--- src/rtl/gcu_pkg.sv ---
// Shared definitions for the graphics control unit: instruction field layout
// and sequencer state encoding.
package gcu_pkg;

  localparam int unsigned X_MSB      = 31;
  localparam int unsigned X_LSB      = 22;
  localparam int unsigned Y_MSB      = 21;
  localparam int unsigned Y_LSB      = 13;
  localparam int unsigned SEL_MSB    = 12;
  localparam int unsigned SEL_LSB    = 10;
  localparam int unsigned SCALE2_BIT = 9;
  localparam int unsigned FLIP_H_BIT = 8;

  localparam logic [2:0] INVISIBLE_SEL = 3'b111;

  typedef enum logic {
    IDLE = 1'b0,
    DRAW = 1'b1
  } state_e;

endpackage

--- src/rtl/ins_fifo.sv ---
// Synchronous instruction FIFO with synchronous active-high reset.
// DEPTH must be a power of two so the pointers wrap naturally.
module ins_fifo #(
  parameter int unsigned WIDTH = 32,
  parameter int unsigned DEPTH = 4
) (
  input  logic             clk,
  input  logic             rst,
  input  logic             push,
  input  logic             pop,
  input  logic [WIDTH-1:0] wdata,
  output logic [WIDTH-1:0] head,
  output logic             full,
  output logic             empty
);

  localparam int unsigned AW = (DEPTH > 1) ? $clog2(DEPTH) : 1;

  logic [WIDTH-1:0] mem_q [DEPTH];
  logic [AW-1:0]    wr_ptr_q;
  logic [AW-1:0]    rd_ptr_q;
  logic [AW:0]      count_q;
  logic             do_push;
  logic             do_pop;

  assign full    = (count_q == (AW+1)'(DEPTH));
  assign empty   = (count_q == '0);
  assign do_push = push & ~full;
  assign do_pop  = pop & ~empty;
  assign head    = mem_q[rd_ptr_q];

  // Storage array; contents need no reset because count gates visibility.
  always_ff @(posedge clk) begin
    if (do_push) begin
      mem_q[wr_ptr_q] <= wdata;
    end
  end

  // Pointer and occupancy bookkeeping; simultaneous push/pop leaves count unchanged.
  always_ff @(posedge clk) begin
    if (rst) begin
      wr_ptr_q <= '0;
      rd_ptr_q <= '0;
      count_q  <= '0;
    end else begin
      if (do_push) wr_ptr_q <= wr_ptr_q + 1'b1;
      if (do_pop)  rd_ptr_q <= rd_ptr_q + 1'b1;
      case ({do_push, do_pop})
        2'b10:   count_q <= count_q + 1'b1;
        2'b01:   count_q <= count_q - 1'b1;
        default: count_q <= count_q;
      endcase
    end
  end

endmodule

--- src/rtl/sprite_raster_sequencer.sv ---
// Sprite raster sequencer: queues draw instructions and walks each sprite as
// a sprite-pixel / screen-pixel coordinate stream, one pixel per BLANK-high
// clock, with 2x scaling, horizontal flip and screen clipping.
module sprite_raster_sequencer
  import gcu_pkg::*;
#(
  parameter int unsigned SPR_W      = 32,
  parameter int unsigned SPR_H      = 32,
  parameter int unsigned FIFO_DEPTH = 4,
  parameter int unsigned SCR_W      = 640,
  parameter int unsigned SCR_H      = 480
) (
  input  logic                     HF_CLK,
  input  logic                     RST,
  input  logic                     BLANK,
  input  logic [31:0]              INS,
  input  logic                     INS_VALID,
  output logic                     INS_READY,
  output logic [31:0]              CURRENT_INS,
  output logic [$clog2(SPR_W)-1:0] SID_CLM,
  output logic [$clog2(SPR_H)-1:0] SID_ROW,
  output logic [9:0]               PGA_CLM,
  output logic [9:0]               PGA_ROW,
  output logic                     PIX_VALID,
  output logic                     BUSY,
  output logic                     DONE,
  output logic                     SKIP
);

  localparam int unsigned CW  = $clog2(SPR_W);
  localparam int unsigned RW  = $clog2(SPR_H);
  // Offset counters need one extra bit to span the 2x-scaled extent.
  localparam int unsigned OXW = CW + 1;
  localparam int unsigned OYW = RW + 1;

  localparam logic [OXW-1:0] EW1_M1  = OXW'(SPR_W - 1);
  localparam logic [OXW-1:0] EW2_M1  = OXW'(2 * SPR_W - 1);
  localparam logic [OYW-1:0] EH1_M1  = OYW'(SPR_H - 1);
  localparam logic [OYW-1:0] EH2_M1  = OYW'(2 * SPR_H - 1);
  localparam logic [10:0]    SCR_W11 = 11'(SCR_W);
  localparam logic [10:0]    SCR_H11 = 11'(SCR_H);

  state_e         state_q, state_d;
  logic [OXW-1:0] ox_q, ox_d;
  logic [OYW-1:0] oy_q, oy_d;
  logic [31:0]    cur_ins_q, cur_ins_d;
  logic           skip_q, skip_d;

  logic        fifo_push;
  logic        fifo_pop;
  logic [31:0] fifo_head;
  logic        fifo_full;
  logic        fifo_empty;

  logic [9:0]     ins_x;
  logic [8:0]     ins_y;
  logic           ins_scale;
  logic           ins_flip;
  logic [OXW-1:0] ew_m1;
  logic [OYW-1:0] eh_m1;
  logic [CW-1:0]  spr_col;
  logic [RW-1:0]  spr_row;
  logic [10:0]    sum_clm;
  logic [10:0]    sum_row;

  assign INS_READY = ~fifo_full & ~RST;
  assign fifo_push = INS_VALID & INS_READY;

  ins_fifo #(
    .WIDTH (32),
    .DEPTH (FIFO_DEPTH)
  ) u_ins_fifo (
    .clk   (HF_CLK),
    .rst   (RST),
    .push  (fifo_push),
    .pop   (fifo_pop),
    .wdata (INS),
    .head  (fifo_head),
    .full  (fifo_full),
    .empty (fifo_empty)
  );

  assign ins_x     = cur_ins_q[X_MSB:X_LSB];
  assign ins_y     = cur_ins_q[Y_MSB:Y_LSB];
  assign ins_scale = cur_ins_q[SCALE2_BIT];
  assign ins_flip  = cur_ins_q[FLIP_H_BIT];

  assign ew_m1   = ins_scale ? EW2_M1 : EW1_M1;
  assign eh_m1   = ins_scale ? EH2_M1 : EH1_M1;
  assign spr_col = ins_scale ? ox_q[CW:1] : ox_q[CW-1:0];
  assign spr_row = ins_scale ? oy_q[RW:1] : oy_q[RW-1:0];
  // 11-bit sums so a wrap past 1023 still reads as off-screen.
  assign sum_clm = {1'b0, ins_x} + 11'(ox_q);
  assign sum_row = {2'b0, ins_y} + 11'(oy_q);

  assign BUSY        = (state_q == DRAW) | ~fifo_empty;
  assign SKIP        = skip_q;
  assign CURRENT_INS = cur_ins_q;

  // Next-state, pop control and combinational pixel outputs.
  always_comb begin
    state_d   = state_q;
    ox_d      = ox_q;
    oy_d      = oy_q;
    cur_ins_d = cur_ins_q;
    skip_d    = 1'b0;
    fifo_pop  = 1'b0;
    SID_CLM   = '0;
    SID_ROW   = '0;
    PGA_CLM   = '0;
    PGA_ROW   = '0;
    PIX_VALID = 1'b0;
    DONE      = 1'b0;
    unique case (state_q)
      IDLE: begin
        if (BLANK && !fifo_empty && !RST) begin
          fifo_pop = 1'b1;
          if (fifo_head[SEL_MSB:SEL_LSB] == INVISIBLE_SEL) begin
            skip_d = 1'b1;
          end else begin
            cur_ins_d = fifo_head;
            ox_d      = '0;
            oy_d      = '0;
            state_d   = DRAW;
          end
        end
      end
      DRAW: begin
        SID_CLM   = ins_flip ? ~spr_col : spr_col;
        SID_ROW   = spr_row;
        PGA_CLM   = sum_clm[9:0];
        PGA_ROW   = sum_row[9:0];
        PIX_VALID = BLANK & (sum_clm < SCR_W11) & (sum_row < SCR_H11);
        if (BLANK) begin
          if (ox_q == ew_m1) begin
            ox_d = '0;
            if (oy_q == eh_m1) begin
              oy_d    = '0;
              DONE    = 1'b1;
              state_d = IDLE;
            end else begin
              oy_d = oy_q + 1'b1;
            end
          end else begin
            ox_d = ox_q + 1'b1;
          end
        end
      end
      default: state_d = IDLE;
    endcase
  end

  // Sequencer state register; reset aborts any sprite in flight.
  always_ff @(posedge HF_CLK) begin
    if (RST) begin
      state_q   <= IDLE;
      ox_q      <= '0;
      oy_q      <= '0;
      cur_ins_q <= '0;
      skip_q    <= 1'b0;
    end else begin
      state_q   <= state_d;
      ox_q      <= ox_d;
      oy_q      <= oy_d;
      cur_ins_q <= cur_ins_d;
      skip_q    <= skip_d;
    end
  end

endmodule

--- config.mk ---
export PLATFORM = sky130hd
export DESIGN_NAME = sprite_raster_sequencer
export DESIGN_NICKNAME = d
export VERILOG_FILES = /design/src/rtl/gcu_pkg.sv /design/src/rtl/ins_fifo.sv /design/src/rtl/sprite_raster_sequencer.sv
export SDC_FILE = /design/constraint.sdc
export NUM_CORES = 1
export LEC_CHECK = 0
export CORE_MARGIN = 5
export CORE_UTILIZATION = 35
export CTS_CLUSTER_DIAMETER = 60
export DETAILED_ROUTE_END_ITERATION = 6
export GPL_TIMING_DRIVEN = 0
export MAX_ROUTING_LAYER = met4
export PLACE_DENSITY = 0.52
export SYNTH_ARGS = -nofsm -noshare
export SYNTH_HDL_FRONTEND = slang
export SYNTH_HIERARCHICAL = 1
export SYNTH_SLANG_ARGS = --single-unit
--- constraint.sdc ---
create_clock -name HF_CLK -period 6.68 [get_ports HF_CLK]
set_clock_uncertainty 0.2 [all_clocks]
set_input_delay 1.336 -clock HF_CLK [delete_from_list [all_inputs] [get_ports HF_CLK]]
set_output_delay 1.336 -clock HF_CLK [all_outputs]
set_load 0.02 [all_outputs]
==> metrics.md, run 1 <==
| Metric | Value |
|---|---|
| Status | finished clean |
| Max_slew headroom | 0.346 |
| Vias per inst | a little under 5 |
| CTS clock-pin slew for the worst setup and hold paths | about 0.070 ns |
| Post-synth top flop | edfxtp_1 |
| WP data arrival | 3.78 ns |
| Max Cap Viol | 0 |
| Fmax achieved | 188 MHz |
| Antenna Cells | 0 |
| R2R Setup Slk | 3.76 ns |
| Routed length per placed instance | 18.5 µm |
| Die area | 0.0256 mm² |
| Leakage | around 3.3 nW |
| Hold Path Stages | 2 |
| CP Capture Type | output port |
| Cells after Synth | ~580 |
| Worst-Margin Slew | 0.957 ns |
| Vias in the first global route | 5190 |
| Post-CTS Setup Bufs | 0 |
| Unique masters post-synth | just over 50 |
| Setup_tns | 0 ns |
| Fin. Hold Viols | 0 |
| Mapped cell area | 0.00788 mm² |
| Min cycle time layout | 5.32 ns |
| Hold EP | CURRENT_INS[2] |
| R2R cell count | 11 |
| First-pass GRT wire length | 28.8 mm |
| Hold_buf cts | 0 |
| Start of the worst register-to-register path | u_ins_fifo/count_q[0] |
| Worst slack, placed | 1.73 ns |
| CTS Buf Count | 17 |
| Initial antenna violation count | 0 |
| Vias | 4923 |
| DRT iter0 DRCs | 302 |
| IO Port Bufs | 102 |
| TritonCTS clock tree | done |
| Core Util, Final | 0.452 |
| Synthesis Warnings | 6 |
| Kind of start point of the critical path | flop |
| Crit path required time | 5.14 ns |
| Setup violations, final | 0 |
| Starting Density | 0.358 |
| RSZ-0062 raised after global routing | false |
| Max-slew violations | 0 |
| Post-synth EDFFs | between 100 and 150 |
| Clk Latency, worst-skew pair | 0.43 ns |
| Maximum buffer depth of the clock tree | 2 |
| Row count | 54 |
| CTS Root Cell | clkbuf_16 |
| Worst hold path startpoint | CURRENT_INS[2] |
| GPL Wtd Cong | 0.836 |
| Gates resized, CTS repair | 0 |
| Fin crit share | 0.796 |
| Ys async rst share | 0 |
| ANT nets after route | 0 |
| Post-DP HPWL | 13.2 mm |
| Hold Crit Class | flop to flop |
| Worst VDD drop | 0.167 mV |
| Post-Syn Nets | 636 |
| Number of H-tree levels | 4 |
| IO Count | 103 |
| Die Span X | ~160 µm |
| TritonRoute pass-1 iters | 4 |
| Syn avg cell area | 13.6 µm² |
| GRT Total Usage | 0.151 |
| Sequential area share after synthesis | 0.628 |
| Tot Pwr | 2.46 mW |
| Final wirelength | between 15 and 20 mm |
| CTS Sinks | 183 |
| Setup WS post-layout | 1.36 ns |
| Share of cells above drive strength 1 | 0.130 |
| Layout area overhead | 26.5% |
| Die H | 160 µm |
| CP Class | flop to output port |
| Worst reg2reg path endpoint | u_ins_fifo/count_q[2] |
| Largest net degree at the start of global routing | 19 |
| PD cells | 247 mW/mm² |
| DRC viols | 0 |
| Total grt overflow | 0 |
| Core Area | ~0.022 mm² |
| Crit path max fanout | 6 |
| Seq cells post-synth | 183 |
| Nets@finish | between 700 and 800 |
==> cell usage after synthesis (all sizes together) (2+ instances only) <==
| cell | count | area (µm²) |
|---|---|---|
| xor2 | 19 | 166 |
| o211ai | 2 | 15.0 |
| buf | 15 | 141 |
| xnor2 | 7 | 61.3 |
| o21ai | 12 | 60.1 |
| and3 | 6 | 37.5 |
| o21a | 3 | 22.5 |
| dfxtp | 55 | 1100 |
| nor2 | 52 | 200 |
| mux4 | 32 | 728 |
| ha | 19 | 238 |
| nand2b | 3 | 18.8 |
| clkbuf | 11 | 41.3 |
| o31ai | 2 | 20.0 |
| a21o | 3 | 22.5 |
| a211oi | 6 | 45.0 |
| and2 | 12 | 75.1 |
| nor3 | 11 | 60.1 |
| nand3 | 5 | 25.0 |
| o31a | 3 | 26.3 |
| inv | 17 | 63.8 |
| edfxtp | 128 | 3840 |
| nand2 | 76 | 293 |
| fa | 3 | 60.1 |
| nor2b | 4 | 25.0 |
| mux2i | 11 | 110 |
| or3 | 4 | 25.0 |
| nand4 | 3 | 18.8 |
| a21oi | 42 | 210 |
==> stage by stage <==
step	instances	area [µm²]	hold slack (ns)
6_report	996	9970	0.260
4_1_cts	996	9970	0.266
3_5_place_dp	964	9350	0.256
3_3_place_gp	960	9250	0.246
2_1_floorplan	578	7880	0.259
5_1_grt	996	9970	0.295
==> where the power goes <==
part           switching [mW]  internal [mW]  leakage (nW)
clock                   0.442          0.602         0.303
sequential             0.0159           1.24          1.61
combinational          0.0893         0.0746          1.35
==> logic make-up after synthesis <==
kind of cell	share of synthesized area
fa+ha+maj	0.0378
buf+inv	0.0319
xor+xnor	0.0289
mux	0.106
simple gates	0.105
flops	0.628
compound gates	0.0626
==> flip-flops by register name (all words and copies together), names as in the netlist, named ones only <==
signal,flops
CURRENT_INS,32
u_ins_fifo/rd_ptr_q,2
u_ins_fifo/count_q,3
state_q,1
u_ins_fifo/mem_q,128
u_ins_fifo/wr_ptr_q,2
oy_q,6
ox_q,6
SKIP,1
==> how the worst max path moves through the flow <==
stage / from / end / depth (start not counted) / slack [ns]
2_1_floorplan: CURRENT_INS[13] / PIX_VALID / 9 / 2.85
3_3_place_gp: RST / u_ins_fifo/mem_q[1][6] / 7 / 1.58
3_5_place_dp: oy_q[0] / PIX_VALID / 10 / 1.73
4_1_cts: oy_q[0] / PIX_VALID / 10 / 1.26
5_1_grt: oy_q[0] / PIX_VALID / 10 / 1.11
6_report: oy_q[0] / PIX_VALID / 10 / 1.36
==> cells in the final DEF (no fill, tap or decap), types with 5 or more instances in the layout <==
cell type and n:
nand2_1 75, buf_2 5, inv_1 17, xor2_1 19, mux4_2 30, clkbuf_16 17, nor2_1 50, buf_12 5
mux2i_1 11, a211oi_1 6, o21ai_0 8, and2_1 8, and3_1 6, ha_1 19, a21oi_1 42, nand3_1 5
clkbuf_1 12, dfxtp_1 55, nor3_1 10, edfxtp_1 128, clkdlybuf4s50_1 102, xnor2_1 7
==> critical path, stage by stage (launching register included) <==
cell and delay (ns):
dfxtp_1 0.46, ha_1 0.24, inv_1 0.07, fa_1 0.37
nor2b_1 0.22, o31a_1 0.18, o21ai_1 0.09, and3_1 0.21
a2111oi_0 0.82, a211oi_1 0.10, clkdlybuf4s50_1 0.59
==> area by class of cell <==
type | count | area [µm²]
Clock inverter | 14 | 188
Timing Repair Buffer | 106 | 1120
Buffer | 26 | 183
Inverter | 18 | 68.8
Fill cell | 1995 | 12100
Clock buffer | 18 | 429
Sequential cell | 183 | 4940
Multi-Input combinational cell | 351 | 2690
Tap cell | 280 | 350
==> metal layers <==
layer,up-vias,GRT usage,part of all wire
met3,24,0.0340,0.035
li1,2374,-,-
met5,-,-,0
met2,96,0.262,0.52
met1,2429,0.175,0.42
met4,0,0.0458,0.017
Power figures use the tool's default switching activity.
==> inputs of run 2 (changes only) <==
--- a/config.mk
+++ b/config.mk
@@ -11,7 +11,7 @@
 export DETAILED_ROUTE_END_ITERATION = 6
 export GPL_TIMING_DRIVEN = 0
 export MAX_ROUTING_LAYER = met4
-export PLACE_DENSITY = 0.52
+export PLACE_DENSITY = 0.54
 export SYNTH_ARGS = -nofsm -noshare
 export SYNTH_HDL_FRONTEND = slang
 export SYNTH_HIERARCHICAL = 1
==> constraint.sdc (replaced) <==
create_clock -name HF_CLK -period 4.55 [get_ports HF_CLK]
set_clock_uncertainty 0.2 [all_clocks]
set_input_delay 0.91 -clock HF_CLK [delete_from_list [all_inputs] [get_ports HF_CLK]]
set_output_delay 0.91 -clock HF_CLK [all_outputs]
set_load 0.02 [all_outputs]
==> metrics.md, run 2 (synthesis gave the netlist of run 1 again) <==
| Metric | Value |
|---|---|
| Starting Density | 0.358 |
| CP Capture Type | output port |
| Worst path top cell family by delay | buffers and inverters |
| Share of cells above drive strength 1 | 0.130 |
| Final instance area | 0.00992 mm² |
| Nets@finish | 761 |
| Crit path to | PGA_ROW[6] |
| CTS Root Cell | clkbuf_16 |
| IO Count | 103 |
| ANT nets after route | 0 |
| Kind of start point of the critical path | flop |
| First-pass GRT wire length | 28.5 mm |
| Start of the worst register-to-register path | u_ins_fifo/count_q[0] |
| DRT iter0 DRCs | 237 |
| Fmax achieved | 238 MHz |
| Core Area | around 0.022 mm² |
| Vias | 4858 |
| CP Class | flop to output port |
| Hold Crit Class | flop to flop |
| Leakage | ~3.2 nW |
| Post-DP HPWL | 12.9 mm |
| RSZ-0062 raised after global routing | false |
| R2R Setup Slk | 1.61 ns |
| Crit path largest cell delay | between 0.6 and 0.7 ns |
| CTS clock-pin slew for the worst setup and hold paths | 0.07 ns |
| Placed Instance Area | 0.00936 mm² |
| Min cycle time layout | 4.21 ns |
| TritonRoute pass-1 iters | 4 |
| Vias in the first global route | between 5000 and 6000 |
| GRT Total Usage | 0.149 |
| Max Cap Viol | 0 |
| WP data arrival | around 3.1 ns |
| Antenna Cells | 0 |
| Vias per inst | 4.88 |
| Layout area overhead | 26.0% |
| CTS Sinks | 183 |
| Total grt overflow | 0 |
| Max reg flops | 128 |
| CTS Buf Count | 17 |
| Worst VDD drop | between 0.2 and 0.25 mV |
| IO Port Bufs | 102 |
| Crit path launch | oy_q[0] |
| Setup violations, final | 0 |
| Die H | 160 µm |
| Largest net degree at the start of global routing | 18 |
| Fin crit share | 0.925 |
| Status | finished clean |
| Critical path's slowest cell | clkdlybuf4s50_1 |
| Initial antenna violation count | 0 |
| Worst-Margin Slew | 0.741 ns |
| TritonCTS clock tree | done |
| PD cells | 347 mW/mm² |
| Post-CTS Setup Bufs | 0 |
| Crit path max fanout | 6 |
| Fin. Hold Viols | 0 |
| Maximum buffer depth of the clock tree | 2 |
| Most common cell after layout, fill and taps aside | edfxtp_1 |
| CP cell instances | ha_1, inv_1, fa_1, nor2b_1, o31a_1, o21ai_1, and3_1, nor3_1, clkdlybuf4s50_1 |
| Die area | between 0.02 and 0.03 mm² |
| Hold Path Stages | 2 |
| Number of H-tree levels | 4 |
| Hold_buf cts | 0 |
| Final wirelength | roughly 18 mm |
| Die Span X | around 160 µm |
| Commonest non-fill, non-tap cells in the layout | 128 x edfxtp_1, 101 x clkdlybuf4s50_1, 75 x nand2_1 |
| Tot Pwr | 3.44 mW |
| Worst reg2reg path endpoint | u_ins_fifo/count_q[2] |
| Max-slew violations | 0 |
| GPL Wtd Cong | 0.784 |
| Critical path depth in cells | 9 |
| DRC viols | 0 |
| Routed length per placed instance | 18.1 µm |
| Max_slew headroom | 0.506 |
| WP buf/inv | 2 |
| R2R cell count | 11 |
| Clk Latency, worst-skew pair | 0.42 ns |
| Row count | 54 |
| Most flops, register | u_ins_fifo/mem_q |
| Crit path required time | 3.44 ns |
-- run 2: worst min-delay path, cell delays in order, from the launching register on --
cell and delay [ns]:
dfxtp_1 0.31, nand2_1 0.05, a21oi_1 0.05
-- run 2: area by class of cell --
type	count	area, µm²
Clock buffer	20	457
Timing Repair Buffer	106	1130
Buffer	26	183
Multi-Input combinational cell	351	2690
Clock inverter	12	95.1
Fill cell	1996	12100
Tap cell	280	350
Inverter	18	68.8
Sequential cell	183	4940
-- run 2: through the flow --
step,setup slack (ns),cells,hold slack (ns),utilization,setup TNS (ns)
after floorplan,1.14,578,0.259,-,0
after global placement,-0.178,960,0.244,0.420,-21.51
after detailed placement,0.381,964,0.247,0.425,0
after CTS,0.00831,996,0.257,0.450,0
after global routing,0.120,996,0.284,0.451,0
final,0.340,996,0.254,0.451,0
-- run 2: worst min path at each step --
stage / from / end
after detailed placement: CURRENT_INS[2] / CURRENT_INS[2]
after global routing: CURRENT_INS[2] / CURRENT_INS[2]
after floorplan: u_ins_fifo/rd_ptr_q[1] / flop
final: CURRENT_INS[3] / CURRENT_INS[3]
after global placement: CURRENT_INS[3] / CURRENT_INS[3]
after CTS: CURRENT_INS[2] / CURRENT_INS[2]
-- run 2: power breakdown --
part | switching [mW] | internal, mW
clock network | 0.624 | 0.737
logic | 0.130 | 0.110
registers | 0.0236 | 1.82
-- run 2: layer usage --
layer | vias to the layer above | track usage | wire length [µm]
li1 | 2377 | - | -
met1 | 2362 | 0.177 | 7830
met2 | 101 | 0.252 | 9140
met3 | 18 | 0.0361 | 833
met4 | 0 | 0.0434 | 218
met5 | - | - | 0
-- run 2: what timing repair did --
item	4_1_cts	5_1_grt
endpoints found under the setup margin	1	1
gates cloned	0	0
pin swaps	0	0
resized for setup	1	2
